==> src/rtl/mem_cmd_sequencer_pkg.sv <==
// Shared memory-controller types: command opcodes, sequencer states and
// the external memory port widths used by the front end and the sequencer.
package mem_ctrl_pkg;

    localparam int MEM_ADDR_W = 25;
    localparam int MEM_DATA_W = 16;

    typedef enum logic [1:0] {
        OP_CLEAR = 2'b00,
        OP_READ  = 2'b01,
        OP_WRITE = 2'b10,
        OP_NOP   = 2'b11
    } mem_op_e;

    typedef enum logic [2:0] {
        IDLE,
        WR_REQ,
        RD_REQ,
        RD_WAIT,
        CLR_REQ,
        DONE
    } seq_state_e;

endpackage

==> src/rtl/mem_cmd_sequencer_if.sv <==
// Command handshake, waitrequest memory bus and response signals of the
// sequencer; master is the front-end/memory side, slave is the sequencer.
interface mem_cmd_sequencer_if
    import mem_ctrl_pkg::*;
#(
    parameter int ADDR_W = MEM_ADDR_W,
    parameter int DATA_W = MEM_DATA_W
);
    logic              cmd_valid;
    logic              cmd_ready;
    logic [1:0]        cmd_op;
    logic [ADDR_W-1:0] cmd_addr;
    logic [DATA_W-1:0] cmd_wdata;
    logic [ADDR_W-1:0] mem_addr;
    logic [DATA_W-1:0] mem_wdata;
    logic              mem_read;
    logic              mem_write;
    logic              mem_waitrequest;
    logic [DATA_W-1:0] mem_rdata;
    logic              mem_rdata_valid;
    logic              rsp_done;
    logic [DATA_W-1:0] rsp_rdata;
    logic              rsp_error;
    logic              busy;

    modport master (
        output cmd_valid, cmd_op, cmd_addr, cmd_wdata,
        output mem_waitrequest, mem_rdata, mem_rdata_valid,
        input  cmd_ready, mem_addr, mem_wdata, mem_read, mem_write,
        input  rsp_done, rsp_rdata, rsp_error, busy
    );

    modport slave (
        input  cmd_valid, cmd_op, cmd_addr, cmd_wdata,
        input  mem_waitrequest, mem_rdata, mem_rdata_valid,
        output cmd_ready, mem_addr, mem_wdata, mem_read, mem_write,
        output rsp_done, rsp_rdata, rsp_error, busy
    );
endinterface

==> src/rtl/mem_cmd_sequencer_watchdog.sv <==
// Stall watchdog: counts cycles while run is high and tag is unchanged,
// flagging expiry on the LIMIT-th such cycle.
module mem_seq_watchdog #(
    parameter int LIMIT = 1024,
    parameter int TAG_W = 8
) (
    input  logic             clk,
    input  logic             rst,
    input  logic             run,
    input  logic [TAG_W-1:0] tag,
    output logic             expired
);
    localparam int CW = $clog2(LIMIT + 1);

    logic [CW-1:0]    cnt;
    logic [CW-1:0]    eff;
    logic [TAG_W-1:0] tag_q;

    // A changed tag means a new state or a new clear word: restart at zero.
    assign eff     = (tag != tag_q) ? '0 : cnt;
    assign expired = run && (eff == CW'(LIMIT - 1));

    always_ff @(posedge clk) begin
        if (rst) begin
            cnt   <= '0;
            tag_q <= '0;
        end else begin
            tag_q <= tag;
            cnt   <= run ? eff + 1'b1 : '0;
        end
    end
endmodule

==> src/rtl/mem_cmd_sequencer.sv <==
// Command sequencer onto a waitrequest memory bus (clear/read/write/nop).
// Optional stall watchdog enabled by defining MEM_SEQ_TIMEOUT_EN.
module mem_cmd_sequencer
    import mem_ctrl_pkg::*;
#(
    parameter int                ADDR_W      = MEM_ADDR_W,
    parameter int                DATA_W      = MEM_DATA_W,
    parameter logic [ADDR_W-1:0] CLEAR_BASE  = '0,
    parameter logic [ADDR_W-1:0] CLEAR_LAST  = '1,
    parameter int                TIMEOUT_CYC = 1024
) (
    input logic                clk,
    input logic                rst,
    mem_cmd_sequencer_if.slave bus
);
    seq_state_e        state;
    logic [ADDR_W-1:0] mem_addr;
    logic [DATA_W-1:0] mem_wdata;
    logic              mem_read;
    logic              mem_write;
    logic              rsp_done;
    logic [DATA_W-1:0] rsp_rdata;

`ifdef MEM_SEQ_TIMEOUT_EN
    logic rsp_err;
    logic wd_run;
    logic wd_expired;

    assign wd_run = (state == WR_REQ) || (state == RD_REQ) ||
                    (state == RD_WAIT) || (state == CLR_REQ);

    mem_seq_watchdog #(
        .LIMIT (TIMEOUT_CYC),
        .TAG_W (3 + ADDR_W)
    ) u_watchdog (
        .clk     (clk),
        .rst     (rst),
        .run     (wd_run),
        .tag     ({state, mem_addr}),
        .expired (wd_expired)
    );

    assign bus.rsp_error = rsp_err;
`else
    assign bus.rsp_error = 1'b0;
`endif

    assign bus.cmd_ready = (state == IDLE);
    assign bus.busy      = (state != IDLE);
    assign bus.mem_addr  = mem_addr;
    assign bus.mem_wdata = mem_wdata;
    assign bus.mem_read  = mem_read;
    assign bus.mem_write = mem_write;
    assign bus.rsp_done  = rsp_done;
    assign bus.rsp_rdata = rsp_rdata;

    always_ff @(posedge clk) begin
        if (rst) begin
            state     <= IDLE;
            mem_addr  <= '0;
            mem_wdata <= '0;
            mem_read  <= 1'b0;
            mem_write <= 1'b0;
            rsp_done  <= 1'b0;
            rsp_rdata <= '0;
`ifdef MEM_SEQ_TIMEOUT_EN
            rsp_err   <= 1'b0;
`endif
        end else begin
            rsp_done <= 1'b0;
`ifdef MEM_SEQ_TIMEOUT_EN
            if (wd_expired) begin
                state     <= DONE;
                mem_read  <= 1'b0;
                mem_write <= 1'b0;
                rsp_done  <= 1'b1;
                rsp_err   <= 1'b1;
            end else
`endif
            unique case (state)
                IDLE: begin
                    if (bus.cmd_valid) begin
`ifdef MEM_SEQ_TIMEOUT_EN
                        rsp_err <= 1'b0;
`endif
                        unique case (mem_op_e'(bus.cmd_op))
                            OP_WRITE: begin
                                state     <= WR_REQ;
                                mem_write <= 1'b1;
                                mem_addr  <= bus.cmd_addr;
                                mem_wdata <= bus.cmd_wdata;
                            end
                            OP_READ: begin
                                state    <= RD_REQ;
                                mem_read <= 1'b1;
                                mem_addr <= bus.cmd_addr;
                            end
                            OP_CLEAR: begin
                                state     <= CLR_REQ;
                                mem_write <= 1'b1;
                                mem_addr  <= CLEAR_BASE;
                                mem_wdata <= '0;
                            end
                            OP_NOP: begin
                                state    <= DONE;
                                rsp_done <= 1'b1;
                            end
                        endcase
                    end
                end
                WR_REQ: begin
                    if (!bus.mem_waitrequest) begin
                        state     <= DONE;
                        mem_write <= 1'b0;
                        rsp_done  <= 1'b1;
                    end
                end
                RD_REQ: begin
                    if (!bus.mem_waitrequest) begin
                        mem_read <= 1'b0;
                        if (bus.mem_rdata_valid) begin
                            state     <= DONE;
                            rsp_rdata <= bus.mem_rdata;
                            rsp_done  <= 1'b1;
                        end else begin
                            state <= RD_WAIT;
                        end
                    end
                end
                RD_WAIT: begin
                    if (bus.mem_rdata_valid) begin
                        state     <= DONE;
                        rsp_rdata <= bus.mem_rdata;
                        rsp_done  <= 1'b1;
                    end
                end
                CLR_REQ: begin
                    // Compare before incrementing so an all-ones last address never wraps.
                    if (!bus.mem_waitrequest) begin
                        if (mem_addr == CLEAR_LAST) begin
                            state     <= DONE;
                            mem_write <= 1'b0;
                            rsp_done  <= 1'b1;
                        end else begin
                            mem_addr <= mem_addr + 1'b1;
                        end
                    end
                end
                DONE:    state <= IDLE;
                default: state <= IDLE;
            endcase
        end
    end
endmodule

==> src/flat_wrapper.sv <==
// flat-port wrapper written by rule: the top's interface ports become plain ports
module mem_cmd_sequencer_flat import mem_ctrl_pkg::*;
#(
    parameter int                ADDR_W      = MEM_ADDR_W,
    parameter int                DATA_W      = MEM_DATA_W,
    parameter logic [ADDR_W-1:0] CLEAR_BASE  = '0,
    parameter logic [ADDR_W-1:0] CLEAR_LAST  = '1,
    parameter int                TIMEOUT_CYC = 1024
)
  (clk, rst, bus_cmd_valid, bus_cmd_op, bus_cmd_addr, bus_cmd_wdata, bus_mem_waitrequest, bus_mem_rdata, bus_mem_rdata_valid, bus_cmd_ready, bus_mem_addr, bus_mem_wdata, bus_mem_read, bus_mem_write, bus_rsp_done, bus_rsp_rdata, bus_rsp_error, bus_busy);
  mem_cmd_sequencer_if #(.ADDR_W(ADDR_W), .DATA_W(DATA_W)) bus_i ();
  input logic clk;
  input logic rst;
  input wire logic [$bits(bus_i.cmd_valid)-1:0] bus_cmd_valid;
  input wire logic [$bits(bus_i.cmd_op)-1:0] bus_cmd_op;
  input wire logic [$bits(bus_i.cmd_addr)-1:0] bus_cmd_addr;
  input wire logic [$bits(bus_i.cmd_wdata)-1:0] bus_cmd_wdata;
  input wire logic [$bits(bus_i.mem_waitrequest)-1:0] bus_mem_waitrequest;
  input wire logic [$bits(bus_i.mem_rdata)-1:0] bus_mem_rdata;
  input wire logic [$bits(bus_i.mem_rdata_valid)-1:0] bus_mem_rdata_valid;
  output wire logic [$bits(bus_i.cmd_ready)-1:0] bus_cmd_ready;
  output wire logic [$bits(bus_i.mem_addr)-1:0] bus_mem_addr;
  output wire logic [$bits(bus_i.mem_wdata)-1:0] bus_mem_wdata;
  output wire logic [$bits(bus_i.mem_read)-1:0] bus_mem_read;
  output wire logic [$bits(bus_i.mem_write)-1:0] bus_mem_write;
  output wire logic [$bits(bus_i.rsp_done)-1:0] bus_rsp_done;
  output wire logic [$bits(bus_i.rsp_rdata)-1:0] bus_rsp_rdata;
  output wire logic [$bits(bus_i.rsp_error)-1:0] bus_rsp_error;
  output wire logic [$bits(bus_i.busy)-1:0] bus_busy;
  assign bus_i.cmd_valid = bus_cmd_valid;
  assign bus_i.cmd_op = bus_cmd_op;
  assign bus_i.cmd_addr = bus_cmd_addr;
  assign bus_i.cmd_wdata = bus_cmd_wdata;
  assign bus_i.mem_waitrequest = bus_mem_waitrequest;
  assign bus_i.mem_rdata = bus_mem_rdata;
  assign bus_i.mem_rdata_valid = bus_mem_rdata_valid;
  assign bus_cmd_ready = bus_i.cmd_ready;
  assign bus_mem_addr = bus_i.mem_addr;
  assign bus_mem_wdata = bus_i.mem_wdata;
  assign bus_mem_read = bus_i.mem_read;
  assign bus_mem_write = bus_i.mem_write;
  assign bus_rsp_done = bus_i.rsp_done;
  assign bus_rsp_rdata = bus_i.rsp_rdata;
  assign bus_rsp_error = bus_i.rsp_error;
  assign bus_busy = bus_i.busy;
  mem_cmd_sequencer #(.ADDR_W(ADDR_W), .DATA_W(DATA_W), .CLEAR_BASE(CLEAR_BASE), .CLEAR_LAST(CLEAR_LAST), .TIMEOUT_CYC(TIMEOUT_CYC)) u_core (.clk(clk), .rst(rst), .bus(bus_i));
endmodule
==> config.mk <==
export PLATFORM = sky130hd
export DESIGN_NAME = mem_cmd_sequencer_flat
export DESIGN_NICKNAME = d
export VERILOG_FILES = /design/src/rtl/mem_cmd_sequencer_pkg.sv /design/src/rtl/mem_cmd_sequencer_if.sv /design/src/rtl/mem_cmd_sequencer_watchdog.sv /design/src/rtl/mem_cmd_sequencer.sv /design/src/flat_wrapper.sv
export SDC_FILE = /design/constraint.sdc
export NUM_CORES = 1
export LEC_CHECK = 0
export CORE_ASPECT_RATIO = 0.8
export CORE_UTILIZATION = 44
export CTS_BUF_LIST = sky130_fd_sc_hd__clkbuf_8 sky130_fd_sc_hd__clkbuf_16
export DETAILED_ROUTE_END_ITERATION = 8
export GPL_TIMING_DRIVEN = 0
export PLACE_DENSITY = 0.87
export SLEW_MARGIN = 15
export SYNTH_ARGS = -nofsm -noshare
export SYNTH_HDL_FRONTEND = slang
export SYNTH_SLANG_ARGS = --single-unit
==> constraint.sdc <==
create_clock -name clk -period 2.75 [get_ports clk]
set_input_delay 0.825 -clock clk [delete_from_list [all_inputs] [get_ports clk]]
set_output_delay 0.825 -clock clk [all_outputs]
set_load 0.1 [all_outputs]
==> results.txt, run 1 <==
- The finished layout holds 677 standard cells, fillers aside.
- GRT Util Overall: 28.34%
* Top Family by Delay on Critical Path: buffers and inverters
* Global placement routability congestion: 0.9711
- The clock net in this run drives a total of 63 sinks.
- Across all hold checks on the routed design, the worst slack comes to 0.4569 ns.
* Global route total overflow: 0
* Most used standard cells in the synthesized netlist: dfxtp_1 (63), a21oi_1 (52), nand2_1 (50)
- Dividing the detail-routed via count by the number of cells gives 5.665.
- Buffers and inverters on the worst path: 3
- Number of synthesized register bits: 63
* Antenna violation net count after detailed routing: 0
- Clock root cell: clkbuf_8
* Leak Pwr: 1.894 nW
* Placed cell count: 659
* Number of buffers created by CTS: 9
- Die extent in x: 99.71 um
- Startpoint class of the critical path: primary input
- Of the cells placed in the final design, the portion with a size suffix greater than 1 is 7.867%.
- Of the post-synthesis cell area, the dominant cell type holds 37.53%.
* Top flip-flop cell by instance count after synthesis: dfxtp_1
* Final worst setup slack: 0.04635 ns
* Max stage delay on crit path: 0.73 ns
- Slew HR: 32.87%
- Type of the tightest min-delay check: flop to flop
- First-pass GRT wire length: 17530 um
- Based on the critical path, the design can be clocked at up to 369.9 MHz.
* Final critical-path required period: 2.704 ns
- The final max-slew violation count came to 0.
- Before CTS, the worst setup slack after placement is -0.3700 ns.
- Core region area: 7392 um^2
* Number of buffers between clock root and the deepest sink: 2
- dfxtp_1 takes more of the synthesized area than any other cell.
- The number of antenna violations at the first check in global routing came to 0.
- Number of design-rule violations left by the first detailed-router iteration: 300
- Final WL: 11230 um
* Avg Synthesized Cell Area: 7.816 um^2
- Final Hold Fails: 0
* Top-count cell post-synth: dfxtp_1
- Maximum vdd ir drop: 0.6107 mV
* Critical Path, Cell by Cell: clkdlybuf4s50_1 > inv_1 > ha_1 > clkbuf_1 > nor2_1 > a22oi_1 > o32ai_1
- The floorplan has 28 rows.
- The number of nets in the synthesized netlist is 499.
- Total negative slack for setup checks: 0 ns
- The clock tree synthesis step divided the H-tree into 3 levels.
- Clock-pin slew was measured on the worst setup and hold paths at 0.07 ns.
- Effective utilization at floorplan: 45.46%
* Area contributors post-synth: dfxtp_1 (38%), a21oi_1 (7.7%), nor3b_1 (6.7%), nand2_1 (5.6%), nor2_1 (4.5%)
- The startpoint identified for the worst register-to-register timing path is u_core.bus.mem_addr[0].
- Launch instance of the worst min-delay path: u_core.bus.rsp_rdata[1]
- The design draws 4.725 mW.
- Post-detailed-route wirelength per cell: 16.59 um
- TritonCTS built the clock tree.
- Post-DP HPWL: 7965 um
- The flow ran to the end, and the final reports show no timing, DRC or antenna violations.
- Post-Syn Area: 3361 um^2
* Count of maximum capacitance violations: 0
- At the later pin of the worst-skew pair, clock insertion delay measures 0.35 ns.
- DRC violation count after routing: 0
- Area of all placed cells without fillers: 4966 um^2
- Post-layout nets: 636
- Capturing element type of the critical path: flop
- In this run the cell area measured after placement is 4745 um^2.
- Setup clock skew after layout: 0.01304 ns
- Final period util: 98.31%
* Type of the worst setup path: primary input to flop
- Critical-path top delay cell: nor2_1
- In this run the power density over the cells is 951.5 nW/um^2.
- Entering global routing, the biggest net connects 11 pins.
- For this run, the detailed router's first-pass iteration total came to 5.
- The share of the Yosys chip area taken by registers is 37.53%.
* Synth Warn #: 0
- CP Launch Point: bus_cmd_op[0]
* Number of global-route vias before repair: 3571
* Total number of vias: 3835
* Final core utilization: 67.18%
* Post-synthesis cell type count: 52
- In this run the tool buffered the top-level ports with 124 buffer cells.
- In this run, synthesis inferred 0 flip-flops with an integrated enable.
* Fraction of synthesis flops using an asynchronous set or reset pin: 0%
* Die height: 80.17 um
- Unrepaired setup endpoints after global routing: true
- Endpoint required time on the critical path: 3.01 ns
* Data arrival time at the worst-slack endpoint: 2.96 ns
- For the pin with the worst max-slew slack, the measured transition is 1.004 ns.
- The number of antenna diodes in the final layout is 0.
- Worst-path fanout max: 10
- Area enclosed by the die boundary: 7994 um^2
- After technology mapping, the gate count stands at 430.
* Num ports: 127
* Signed area change from the synthesized netlist to the final layout: 47.77%
- Total of endpoints with negative setup slack in the final report: 0
## final timing paths
check / to / slack (ns) / cells after the start
setup / recovery: u_core.bus.mem_addr[23] / 0.05 / 7
hold / removal: u_core.bus.rsp_rdata[1] / 0.46 / 2
setup reg to reg: u_core.bus.mem_addr[13] / 0.42 / 8
hold reg to reg: u_core.bus.rsp_rdata[1] / 0.46 / 2
## per-layer routing
metal	routed length (um)	track usage, %	up-vias	part of all wire [%]
met4	246	11.91	0	2.2
li1	-	-	1807	-
met2	5157	44.97	228	46
met5	0	0	-	0
met3	1132	7.398	29	10
met1	4695	36.44	1771	42
## worst min-delay path: cells and delay by family, from the launching register on
family,cells,cell delay [ns]
simple gates,1,0.05
compound gates,1,0.05
flops,1,0.31
## flip-flops by register name (all words and copies together), names as in the netlist
register,flops
u_core.bus.mem_wdata,16
u_core.state,3
u_core.bus.mem_read,1
u_core.bus.rsp_done,1
u_core.bus.mem_addr,25
u_core.bus.rsp_rdata,16
u_core.bus.mem_write,1
## cell type report
cell class / instances / area (um^2)
sequential: 63 / 1261
timing repair buffer: 126 / 1239
multi-input combinational: 328 / 1936
tap: 105 / 131.4
inverter: 7 / 26.28
buffer: 32 / 148.9
clock buffer: 11 / 151.4
clock inverter: 5 / 72.57
fill: 638 / 2426
## kinds of logic after synthesis
| family | count (synthesis) | share of synthesized area (%) |
|---|---|---|
| xor gates and xnor gates | 8 | 2.085 |
| buffers and inverters | 39 | 5.213 |
| adders and majority gates | 5 | 1.862 |
| other | 1 | 0.1116 |
| muxes | 2 | 0.6329 |
| and+or+nand+nor | 203 | 33.10 |
| DFF | 63 | 37.53 |
| AOI/OAI and AO/OA | 109 | 19.47 |
## cells in the final DEF (no fill, tap or decap), types with 6 or more instances in the layout
master and count:
nand2_1 50, nor3_1 18, nor2_1 40, clkdlybuf4s50_1 99, dfxtp_1 63, nand4_1 6
inv_1 9, o21ai_0 14, buf_2 8, nor3b_1 30, clkbuf_8 11, dlygate4sd2_1 19
and2_1 9, nand3_1 11, xor2_1 6, clkbuf_1 21, o21ai_1 12, a21oi_1 52
a221oi_1 8
## report_power, final
part           switching, mW  internal, mW
combinational           1.91         0.659
sequential             0.174          1.06
clock                  0.370         0.552
total                   2.45          2.27
## timing repair
| action | CTS | global route |
|---|---|---|
| hold buffers | 0 | 0 |
| gates resized for setup | 23 | 6 |
| pin swaps | 1 | 0 |
| endpoints found under the hold margin | 0 | 0 |
| setup endpoints to repair | 23 | 6 |
| buffers inserted | 2 | 0 |
Note: power is estimated with default switching activity, not from simulation.
==> run 2, diff against run 1 <==
--- a/config.mk
+++ b/config.mk
@@ -5,12 +5,15 @@
 export SDC_FILE = /design/constraint.sdc
 export NUM_CORES = 1
 export LEC_CHECK = 0
+export CELL_PAD_IN_SITES_DETAIL_PLACEMENT = 0
+export CELL_PAD_IN_SITES_GLOBAL_PLACEMENT = 1
 export CORE_ASPECT_RATIO = 0.8
-export CORE_UTILIZATION = 44
+export CORE_UTILIZATION = 31
 export CTS_BUF_LIST = sky130_fd_sc_hd__clkbuf_8 sky130_fd_sc_hd__clkbuf_16
 export DETAILED_ROUTE_END_ITERATION = 8
 export GPL_TIMING_DRIVEN = 0
 export PLACE_DENSITY = 0.87
+export SETUP_SLACK_MARGIN = 0.15
 export SLEW_MARGIN = 15
 export SYNTH_ARGS = -nofsm -noshare
 export SYNTH_HDL_FRONTEND = slang
==> run 2 against run 1 <==
Net effect: global-route usage decreased by 8.1 points; final area increased by 2.5%; register-to-register slack lost 0.07 ns; total power increased by 6.7%; largest cell class unchanged; highest routed layer unchanged.
==> results.txt, run 2 (synthesis gave the netlist of run 1 again) <==
* Commonest cells after routing, fill and taps aside: clkdlybuf4s50_1 (62), dfxtp_1 (60), dlygate4sd2_1 (59), a21oi_1 (52), nand2_1 (50) (was clkdlybuf4s50_1 (99), dfxtp_1 (63), a21oi_1 (52), nand2_1 (50), nor2_1 (40))
* Number of iterations in the first detailed-routing pass: 5 (unchanged)
- The root buffer cell was clkbuf_16 (was clkbuf_8).
- The remaining number of nets flagged by the antenna check after routing was 0 (unchanged).
- Signed area change from the synthesized netlist to the final layout: 51.45% (was 47.77%)
- Clock transition at the registers of the reported paths: 0.05 ns (was 0.07 ns)
- The starting utilization of the core area came to 32.30% (was 45.46%).
- The final critical-path required period is 2.578 ns (was 2.704 ns).
- The remaining routing DRC violations is 0 (unchanged).
- The leading cell type in the layout, fill and taps excluded was clkdlybuf4s50_1 (unchanged).
* Number of flip-flops under the largest register name: 25 (unchanged)
* Number of buffers created by CTS: 9 (unchanged)
- Number of buffers between clock root and the deepest sink: 2 (unchanged)
* Max Fclk: 387.9 MHz (was 369.9 MHz)
- Power density relative to cell area: 990.8 nW/um^2 (was 951.5 nW/um^2)
- The total congestion overflow was 0 (unchanged).
* Count of maximum capacitance violations: 0 (unchanged)
- Leak Pwr: 2.077 nW (was 1.894 nW)
- The pin count of the biggest net entering global routing was 13 (was 11).
* Number of global-route vias before repair: 3479 (was 3571)
- Post-detailed-route wirelength per cell: 16.06 um (was 16.59 um)
- Buffers and inverters on the worst path: 1 (was 3)
- Data arrival time at the worst-slack endpoint: 1.75 ns (was 2.96 ns)
- The number of antenna violations at the first check in global routing is 0 (unchanged).
* Global placement routability congestion: 0.8768 (was 0.9711)
- Area enclosed by the die boundary: 11260 um^2 (was 7994 um^2)
- Layout cells sized above 1: 10.12% (was 7.867%)
* Total number of vias: 3697 (was 3835)
* Worst setup slack for register-to-register paths: 0.35 ns (was 0.42 ns)
- First-pass GRT wire length: 17650 um (was 17530 um)
- GRT Util Overall: 20.20% (was 28.34%)
- The final hold violation count is 0 (unchanged).
* Largest register by flop count: u_core.bus.mem_addr (unchanged)
- The utilization after layout is 48.92% (was 67.18%).
- The clock insertion delay at the later pin of the skew report is 0.33 ns (was 0.35 ns).
- Biggest regs: u_core.bus.mem_addr (25), u_core.bus.mem_wdata (16), u_core.bus.rsp_rdata (16) (unchanged)
- Startpoint class of the critical path: flop (was primary input)
- Buffers on Ports: 124 (unchanged)
- Worst hold slack after final layout: 0.4521 ns (was 0.4569 ns)
- The final max-slew violation count is 0 (unchanged).
- The sum of net half-perimeters after detailed placement came to 8433 um (was 7965 um).
* Capturing element type of the critical path: output pin (was flop)
* Endpoint required time on the critical path: 1.93 ns (was 3.01 ns)
- Critical Path, Cell by Cell: clkdlybuf4s50_1 (was clkdlybuf4s50_1 > inv_1 > ha_1 > clkbuf_1 > nor2_1 > a22oi_1 > o32ai_1)
* Critical-path top delay cell: clkdlybuf4s50_1 (was nor2_1)
* Number of design-rule violations left by the first detailed-router iteration: 257 (was 300)
* CTS tree: built (unchanged)
- Setup clock skew after layout: 0.004923 ns (was 0.01304 ns)
- The gate family responsible for the most delay along the worst path was buffers and inverters (unchanged).
- Final WL: 11450 um (was 11230 um)
* Clock Sink Count: 63 (unchanged)
- The per-cell via count in the routed design is 5.185 (was 5.665).
- Unrepaired setup endpoints after global routing: false (was true)
* Worst-path fanout max: 1 (was 10)
- Number of rows in the core area: 33 (was 28)
- The type of the worst min-delay path is flop to flop (unchanged).
- The placeable core region came to 10410 um^2 (was 7392 um^2).
- Status: complete, no violations (unchanged)
* Type of the worst setup path: flop to output pin (was primary input to flop)
* Total of endpoints with negative setup slack in the final report: 0 (unchanged)
- The cts-stage hold buffer count is 0 (unchanged).
- H-tree lvl count: 3 (unchanged)
- The final layout net count is 637 (was 636).
- Num ports: 127 (unchanged)
- Die extent in x: 118.4 um (was 99.71 um)
- The final cycle utilization of the critical path came to 93.75% (was 98.31%).
* Max stage delay on crit path: 1.12 ns (was 0.73 ns)
- The y dimension of the die is 95.13 um (was 80.17 um).
* Worst-margin pin slew: 0.9856 ns (was 1.004 ns)
- The maximum vdd ir drop was 0.4960 mV (was 0.6107 mV).
- Number of inserted diodes: 0 (unchanged)
* Slew HR: 34.55% (was 32.87%)
-- run 2: cell types whose count changed in the layout (fill, tap and decap cells not counted), moves of 3 or more --
| cell | before | now |
|---|---|---|
| clkbuf_8 | 11 | 1 |
| dfxtp_1 | 63 | 60 |
| dfxtp_2 | 0 | 3 |
| clkbuf_2 | 1 | 5 |
| dlymetal6s2s_1 | 4 | 1 |
| clkdlybuf4s50_1 | 99 | 62 |
| dlygate4sd2_1 | 19 | 59 |
| clkbuf_1 | 21 | 15 |
| clkbuf_16 | 0 | 9 |
-- run 2: path summary, 6_finish.rpt --
path	endpoint	startpoint	depth (start not counted)
max	bus_rsp_done	u_core.bus.rsp_done	1
min reg2reg	u_core.bus.rsp_rdata[11]	u_core.bus.rsp_rdata[11]	2
min	u_core.bus.rsp_rdata[11]	u_core.bus.rsp_rdata[11]	2
max reg2reg	u_core.bus.mem_addr[1]	u_core.state[0]	6
-- run 2: layout make-up --
class,instances,area (um^2)
Multi-Input combinational cell,328,1938
Timing Repair Buffer,127,1195
Buffer,32,158.9
Clock buffer,10,239.0
Tap cell,140,175.2
Sequential cell,63,1265
Inverter,7,26.28
Clock inverter,6,92.59
Fill cell,1059,5315
-- run 2: through the flow --
stage	power (mW)	area (um^2)	instances	worst slack [ns]	setup TNS, ns
6_report	5.043	5090	713	0.1719	0
5_1_grt	5.260	5090	713	0.1526	0
4_1_cts	5.054	5080	713	0.1546	0
3_5_place_dp	3.852	4792	694	-0.3898	-9.836
3_3_place_gp	3.828	4792	694	-0.3618	-7.677
2_1_floorplan	3.164	3376	430	-0.03107	-0.03107
-- run 2: repair_timing --
item / in CTS / in global routing
setup endpoints to repair: 95 / 47
gates resized for setup: 68 / 12
buffers inserted: 3 / 0
pin swaps: 2 / 1
-- run 2: routing by layer --
metal | global-route usage (%) | vias to the layer above | routed length (um)
li1 | - | 1809 | -
met2 | 32.65 | 153 | 5118
met5 | 0 | - | 0
met1 | 26.94 | 1728 | 5347
met3 | 5.323 | 7 | 919
met4 | 4.852 | 0 | 68
-- run 2: where the power goes --
part	leakage [nW]	total [mW]	switching, mW	internal (mW)
logic	1.41	2.55	1.91	0.642
registers	0.514	1.24	0.171	1.06
clock network	0.155	1.26	0.437	0.822
